==> config.mk <==
export PLATFORM = sky130hd
export DESIGN_NAME = hazard_bypass_unit_flat
export DESIGN_NICKNAME = d
export VERILOG_FILES = /design/src/rtl/hazard_bypass_if.sv /design/src/rtl/hazard_bypass_unit.sv /design/src/flat_wrapper.sv
export SDC_FILE = /design/constraint.sdc
export NUM_CORES = 1
export LEC_CHECK = 0
export BUFFER_PORTS_ARGS = -buffer_cell sky130_fd_sc_hd__buf_2
export CAP_MARGIN = 15
export CORE_UTILIZATION = 25
export DETAILED_ROUTE_END_ITERATION = 12
export GPL_TIMING_DRIVEN = 0
export PLACE_DENSITY = 0.52
export SLEW_MARGIN = 20
export SYNTH_ARGS = -nofsm -noshare
export SYNTH_HDL_FRONTEND = slang
export SYNTH_SLANG_ARGS = --single-unit
==> constraint.sdc <==
create_clock -name clk -period 2.5 [get_ports clk]
set_clock_uncertainty 0.15 [all_clocks]
set_input_delay 0.25 -clock clk [delete_from_list [all_inputs] [get_ports clk]]
set_output_delay 0.25 -clock clk [all_outputs]
set_load 0.02 [all_outputs]
==> src/rtl/hazard_bypass_if.sv <==
// Decode-side bundle between the decode stage and the hazard/bypass unit:
// instruction descriptor and flush in, stall and bypass selects out.
interface hazard_bypass_if #(
  parameter int unsigned REG_ADDR_WIDTH = 5
);
  logic                      id_valid;
  logic [REG_ADDR_WIDTH-1:0] id_rs;
  logic [REG_ADDR_WIDTH-1:0] id_rt;
  logic                      id_uses_rs;
  logic                      id_uses_rt;
  logic                      id_is_store;
  logic                      id_is_load;
  logic                      id_write_to_reg;
  logic [REG_ADDR_WIDTH-1:0] id_dest;
  logic                      flush;
  logic                      stall;
  logic                      mx_op1_bypass;
  logic                      mx_op2_bypass;
  logic                      wx_op1_bypass;
  logic                      wx_op2_bypass;
  logic                      wm_data_bypass;

  modport master (
    output id_valid, id_rs, id_rt, id_uses_rs, id_uses_rt, id_is_store,
           id_is_load, id_write_to_reg, id_dest, flush,
    input  stall, mx_op1_bypass, mx_op2_bypass, wx_op1_bypass,
           wx_op2_bypass, wm_data_bypass
  );

  modport slave (
    input  id_valid, id_rs, id_rt, id_uses_rs, id_uses_rt, id_is_store,
           id_is_load, id_write_to_reg, id_dest, flush,
    output stall, mx_op1_bypass, mx_op2_bypass, wx_op1_bypass,
           wx_op2_bypass, wm_data_bypass
  );
endinterface

==> src/rtl/hazard_bypass_unit.sv <==
// Decode-stage hazard detector and bypass-select generator with a shadow
// scoreboard of in-flight destinations and a saturating load-use stall counter.
module hazard_bypass_unit #(
  parameter int unsigned REG_ADDR_WIDTH = 5,
  parameter int unsigned CNT_WIDTH      = 32
) (
  input  logic                 clk,
  input  logic                 rst,
  hazard_bypass_if.slave       bus,
  output logic [CNT_WIDTH-1:0] stall_count
);

  typedef struct packed {
    logic                      v;
    logic [REG_ADDR_WIDTH-1:0] dest;
    logic                      ld;
  } sb_entry_t;

  // WB never matches (register file writes before it reads), so only IX and MEM are tracked.
  sb_entry_t ix_q, ix_d;
  sb_entry_t mem_q, mem_d;
  logic [CNT_WIDTH-1:0] stall_count_q, stall_count_d;

  logic rs_ix, rs_mem, rt_ix, rt_mem;
  logic stall, issue;
  logic mx_op1, mx_op2, wx_op1, wx_op2, wm_data;

  always_comb begin
    rs_ix  = ix_q.v  && (ix_q.dest  == bus.id_rs) && (bus.id_rs != '0);
    rs_mem = mem_q.v && (mem_q.dest == bus.id_rs) && (bus.id_rs != '0);
    rt_ix  = ix_q.v  && (ix_q.dest  == bus.id_rt) && (bus.id_rt != '0);
    rt_mem = mem_q.v && (mem_q.dest == bus.id_rt) && (bus.id_rt != '0);

    // Store data behind a load is forwarded WB->MEM instead of stalling.
    stall = bus.id_valid && !bus.flush && ix_q.ld &&
            ((bus.id_uses_rs && rs_ix) ||
             (bus.id_uses_rt && !bus.id_is_store && rt_ix));
    issue = bus.id_valid && !bus.flush && !stall;

    mx_op1  = issue && bus.id_uses_rs && rs_ix && !ix_q.ld;
    wx_op1  = issue && bus.id_uses_rs && rs_mem && !rs_ix;
    mx_op2  = issue && bus.id_uses_rt && rt_ix && !ix_q.ld;
    wx_op2  = issue && bus.id_uses_rt && rt_mem && !rt_ix;
    wm_data = issue && bus.id_is_store && bus.id_uses_rt && rt_ix && ix_q.ld;

    mem_d = ix_q;
    ix_d  = '0;
    if (issue) begin
      ix_d.v    = bus.id_write_to_reg && (bus.id_dest != '0);
      ix_d.dest = bus.id_dest;
      ix_d.ld   = bus.id_is_load;
    end

    stall_count_d = stall_count_q;
    if (stall && (stall_count_q != '1)) begin
      stall_count_d = stall_count_q + CNT_WIDTH'(1);
    end
  end

  always_ff @(negedge clk) begin
    if (rst) begin
      ix_q          <= '0;
      mem_q         <= '0;
      stall_count_q <= '0;
    end else begin
      ix_q          <= ix_d;
      mem_q         <= mem_d;
      stall_count_q <= stall_count_d;
    end
  end

  assign bus.stall          = stall;
  assign bus.mx_op1_bypass  = mx_op1;
  assign bus.mx_op2_bypass  = mx_op2;
  assign bus.wx_op1_bypass  = wx_op1;
  assign bus.wx_op2_bypass  = wx_op2;
  assign bus.wm_data_bypass = wm_data;
  assign stall_count        = stall_count_q;

endmodule

==> src/flat_wrapper.sv <==
// flat-port wrapper written by rule: the top's interface ports become plain ports
module hazard_bypass_unit_flat 
#(
  parameter int unsigned REG_ADDR_WIDTH = 5,
  parameter int unsigned CNT_WIDTH      = 32
)
  (clk, rst, stall_count, bus_id_valid, bus_id_rs, bus_id_rt, bus_id_uses_rs, bus_id_uses_rt, bus_id_is_store, bus_id_is_load, bus_id_write_to_reg, bus_id_dest, bus_flush, bus_stall, bus_mx_op1_bypass, bus_mx_op2_bypass, bus_wx_op1_bypass, bus_wx_op2_bypass, bus_wm_data_bypass);
  hazard_bypass_if #(.REG_ADDR_WIDTH(REG_ADDR_WIDTH)) bus_i ();
  input  logic clk;
  input  logic rst;
  output logic [CNT_WIDTH-1:0] stall_count;
  input wire logic [$bits(bus_i.id_valid)-1:0] bus_id_valid;
  input wire logic [$bits(bus_i.id_rs)-1:0] bus_id_rs;
  input wire logic [$bits(bus_i.id_rt)-1:0] bus_id_rt;
  input wire logic [$bits(bus_i.id_uses_rs)-1:0] bus_id_uses_rs;
  input wire logic [$bits(bus_i.id_uses_rt)-1:0] bus_id_uses_rt;
  input wire logic [$bits(bus_i.id_is_store)-1:0] bus_id_is_store;
  input wire logic [$bits(bus_i.id_is_load)-1:0] bus_id_is_load;
  input wire logic [$bits(bus_i.id_write_to_reg)-1:0] bus_id_write_to_reg;
  input wire logic [$bits(bus_i.id_dest)-1:0] bus_id_dest;
  input wire logic [$bits(bus_i.flush)-1:0] bus_flush;
  output wire logic [$bits(bus_i.stall)-1:0] bus_stall;
  output wire logic [$bits(bus_i.mx_op1_bypass)-1:0] bus_mx_op1_bypass;
  output wire logic [$bits(bus_i.mx_op2_bypass)-1:0] bus_mx_op2_bypass;
  output wire logic [$bits(bus_i.wx_op1_bypass)-1:0] bus_wx_op1_bypass;
  output wire logic [$bits(bus_i.wx_op2_bypass)-1:0] bus_wx_op2_bypass;
  output wire logic [$bits(bus_i.wm_data_bypass)-1:0] bus_wm_data_bypass;
  assign bus_i.id_valid = bus_id_valid;
  assign bus_i.id_rs = bus_id_rs;
  assign bus_i.id_rt = bus_id_rt;
  assign bus_i.id_uses_rs = bus_id_uses_rs;
  assign bus_i.id_uses_rt = bus_id_uses_rt;
  assign bus_i.id_is_store = bus_id_is_store;
  assign bus_i.id_is_load = bus_id_is_load;
  assign bus_i.id_write_to_reg = bus_id_write_to_reg;
  assign bus_i.id_dest = bus_id_dest;
  assign bus_i.flush = bus_flush;
  assign bus_stall = bus_i.stall;
  assign bus_mx_op1_bypass = bus_i.mx_op1_bypass;
  assign bus_mx_op2_bypass = bus_i.mx_op2_bypass;
  assign bus_wx_op1_bypass = bus_i.wx_op1_bypass;
  assign bus_wx_op2_bypass = bus_i.wx_op2_bypass;
  assign bus_wm_data_bypass = bus_i.wm_data_bypass;
  hazard_bypass_unit #(.REG_ADDR_WIDTH(REG_ADDR_WIDTH), .CNT_WIDTH(CNT_WIDTH)) u_core (.clk(clk), .rst(rst), .bus(bus_i), .stall_count(stall_count));
endmodule
==> flow_metrics.py <==
metrics = {
    "die": {
        "dieWidth_um": 98.0,
        "chipHeight_um": 98.0,
        "coreArea_um2": 8810,
        "fp-row-count": 34,
        "start_util": 0.262,
        "pin_count": 62,
        "die-area_um2": 9610,
    },
    "synth": {
        "syn_nets": 302,
        "synth-seq-cells": 45,
        "netlist_area_um2": 2310,
        "ys_types": 33,
        "ys_seq_area_frac": 0.391,
        "post_synth.cell_area_avg_um2": 8.32,
        "synth_cells": 277,
        "yosysWarnings": 0,
    },
    "critical_path": {
        "critPathArrivalTime_ns": 2.27,
        "critPathSlowestCell": "or4_4",
        "crit_type": "in -> reg",
        "cp_cell_sequence": "buf_8, or4_4, o211ai_4, nor4b_4, buf_4, buf_6, o211ai_4, buf_6, buf_8, mux2i_1, nor2_1",
        "path_max_fanout": 6,
        "critPathRequiredTime_ns": 1.32,
        "slowest_delay_ns": 0.55,
        "cp-end-kind": "flip-flop",
        "cp-start-kind": "input pin",
    },
    "clock_tree": {
        "htreeDepth": 2,
        "insertion_delay_ns": 0.37,
        "cts.sinks": 45,
        "hold_buffers": 0,
        "clockBufferDepth": 2,
        "clkTransAtPathRegs_ns": 0.04,
        "root_buffer": "clkbuf_8",
        "cts_buffers": 5,
        "cts_tree": "yes",
    },
    "sta": {
        "worst_pin_slew_ns": 0.582,
        "drv_slew": 0,
        "final_critical_path_setup_slack_ns": -0.950,
        "rsz0062_at_grt": "yes",
        "slew_headroom": 0.612,
        "setup_tns_ns": -37.04,
        "setup_viol": 47,
        "final_hold_viol_count": 0,
    },
    "flow_run": {
        "cap_violations": 0,
    },
    "run_status": {
        "status": "finished with violations",
        "violations": "DRC, setup timing",
    },
    "layout": {
        "antenna_cells": 0,
        "final_cell_area_um2": 4310,
        "final_cells": 551,
        "nets": 468,
        "num-fill-cells": 833,
        "fin_util": 0.490,
        "drive_above_1_share": 0.521,
        "syn2layout_area_growth_pct": 87.0,
    },
    "min_path": {
        "min_path_type": "reg -> reg",
    },
    "placement": {
        "dp_hpwl_um": 4730,
        "port_buffers": 61,
        "place_congestion": 0.822,
        "place_area_um2": 2870,
        "dp_cells": 446,
    },
    "global_route": {
        "grt_start_max_net_pins": 13,
        "gr-total-overflow": 0,
        "track_usage": 0.160,
        "antenna_found_initial": 0,
        "grt_first_pass_wirelength_um": 12700,
        "grt_pass1_vias": 2755,
    },
    "route": {
        "vias": 2747,
        "vias_per_cell": 4.99,
        "drt_iter0_drc": 75,
        "post-route-drc-count": 1,
        "routed_wl_um": 7800,
        "firstDrtPassIters": 8,
        "routedWlPerCell_um": 14.2,
        "antenna_left": 0,
    },
    "pwr": {
        "powerDensity_nw_per_um2": 353,
        "ir_worst_vdd_mv": 0.195,
        "p_leak_nw": 1.78,
    },
}
==> logic make-up (layout without fill, tap and decap cells) <==
group                      Yosys count  in the layout  share of synthesized area
adders and majority gates            1              1                    0.00543
xor gates and xnor gates            22             22                     0.0836
and+or+nand+nor                    122            122                      0.309
AOI/OAI and AO/OA                   65             65                      0.163
DFF                                 45             45                      0.391
muxes                                1              1                    0.00434
buffers and inverters               21            187                     0.0445
==> path summary, 6_finish.rpt <==
kind	start	to	slack (ns)	cells past startpoint
setup / recovery	bus_id_rt[4]	u_core.stall_count[1]	-0.95	11
setup reg to reg	u_core.stall_count[2]	u_core.stall_count[27]	-0.03	6
hold reg to reg	u_core.stall_count[9]	u_core.stall_count[9]	0.33	2
hold / removal	u_core.stall_count[9]	u_core.stall_count[9]	0.33	2
==> placed cells by master, fill, tap and decap left out, types with 3 or more instances in the layout <==
cell type	count
or3_1	16
and2_1	3
nand2_1	15
nor2b_1	6
xor2_1	11
dfxtp_1	8
and3_1	5
buf_4	38
buf_2	18
clkbuf_8	5
a21oi_2	9
or3_4	6
nor2_1	15
buf_6	54
nand3_1	14
o31ai_1	4
or4_4	4
inv_1	55
xnor2_2	8
o31ai_4	3
a21oi_1	20
or4_1	7
o21ai_1	3
dfxtp_2	3
o21ai_4	4
o21ai_2	16
nand4_1	12
buf_8	7
and4_1	3
clkbuf_1	5
dfxtp_4	34
==> power breakdown <==
| group | internal (mW) | switching (mW) |
|---|---|---|
| Clock | 0.280 | 0.435 |
| Combinational | 0.0546 | 0.0517 |
| Sequential | 0.692 | 0.00729 |
| Total | 1.03 | 0.494 |
==> flip-flops by register name (all words and copies together), names as in the netlist <==
register and count:
u_core.mem_q 6, u_core.stall_count 32, u_core.ix_q 7
==> layer usage <==
layer  vias up  part of all wire  track usage
met4         0            0.0065       0.0559
met3         7             0.047       0.0537
met2        74              0.51        0.267
met5         -                 0            0
met1      1306              0.43        0.193
li1       1360                 -            -
==> cell type report <==
class,instances,area [µm²],area share
tap,108,135,0.0313
inverter,10,37.5,0.00870
sequential,45,1030,0.239
timing repair buffer,116,1090,0.253
clock inverter,47,178,0.0412
clock buffer,5,68.8,0.0160
buffer,9,85.1,0.0197
multi-input combinational,211,1680,0.390
==> critical path, delay by kind of cell <==
kind	cells	cell delay, ns
mux	1	0.17
compound gates	2	0.48
buf+inv	5	0.68
simple gates	3	0.69
==> what timing repair did <==
item | CTS | global route
gates cloned | 3 | 1
pin swaps | 62 | 42
endpoints found under the setup margin | 77 | 69
setup buffers | 30 | 23
gates resized for setup | 197 | 62
==> cell usage after synthesis <==
library cell	count	area, µm²
a21oi_1	29	145
and2_1	3	18.8
and3_1	5	31.3
and3b_1	1	8.76
and4_1	3	26.3
buf_6	3	33.8
clkbuf_1	6	22.5
clkbuf_2	1	5.00
dfxtp_1	45	901
ha_1	1	12.5
inv_1	11	41.3
mux2i_1	1	10.0
nand2_1	16	60.1
nand3_1	14	70.1
nand3b_1	1	7.51
nand4_1	12	75.1
nor2_1	16	60.1
nor2b_1	7	43.8
nor3_1	3	15.0
nor3_2	2	20.0
nor4_1	4	25.0
nor4b_4	1	23.8
o2111ai_1	1	8.76
o211ai_2	1	12.5
o211ai_4	1	21.3
o21ai_0	22	110
o21ai_1	2	10.0
o31ai_1	9	67.6
or2_2	1	6.26
or3_1	22	138
or4_1	11	82.6
xnor2_1	11	96.3
xor2_1	11	96.3
==> metrics by stage <==
| stage | hold WS [ns] | setup slack, ns | power, mW |
|---|---|---|---|
| 2_1_floorplan | 0.323 | -0.810 | 0.903 |
| 3_3_place_gp | 0.332 | -1.21 | 0.944 |
| 3_5_place_dp | 0.343 | -1.21 | 0.945 |
| 4_1_cts | 0.325 | -0.971 | 1.56 |
| 5_1_grt | 0.348 | -1.06 | 1.67 |
| 6_report | 0.328 | -0.950 | 1.52 |
Power figures use the tool's default switching activity.
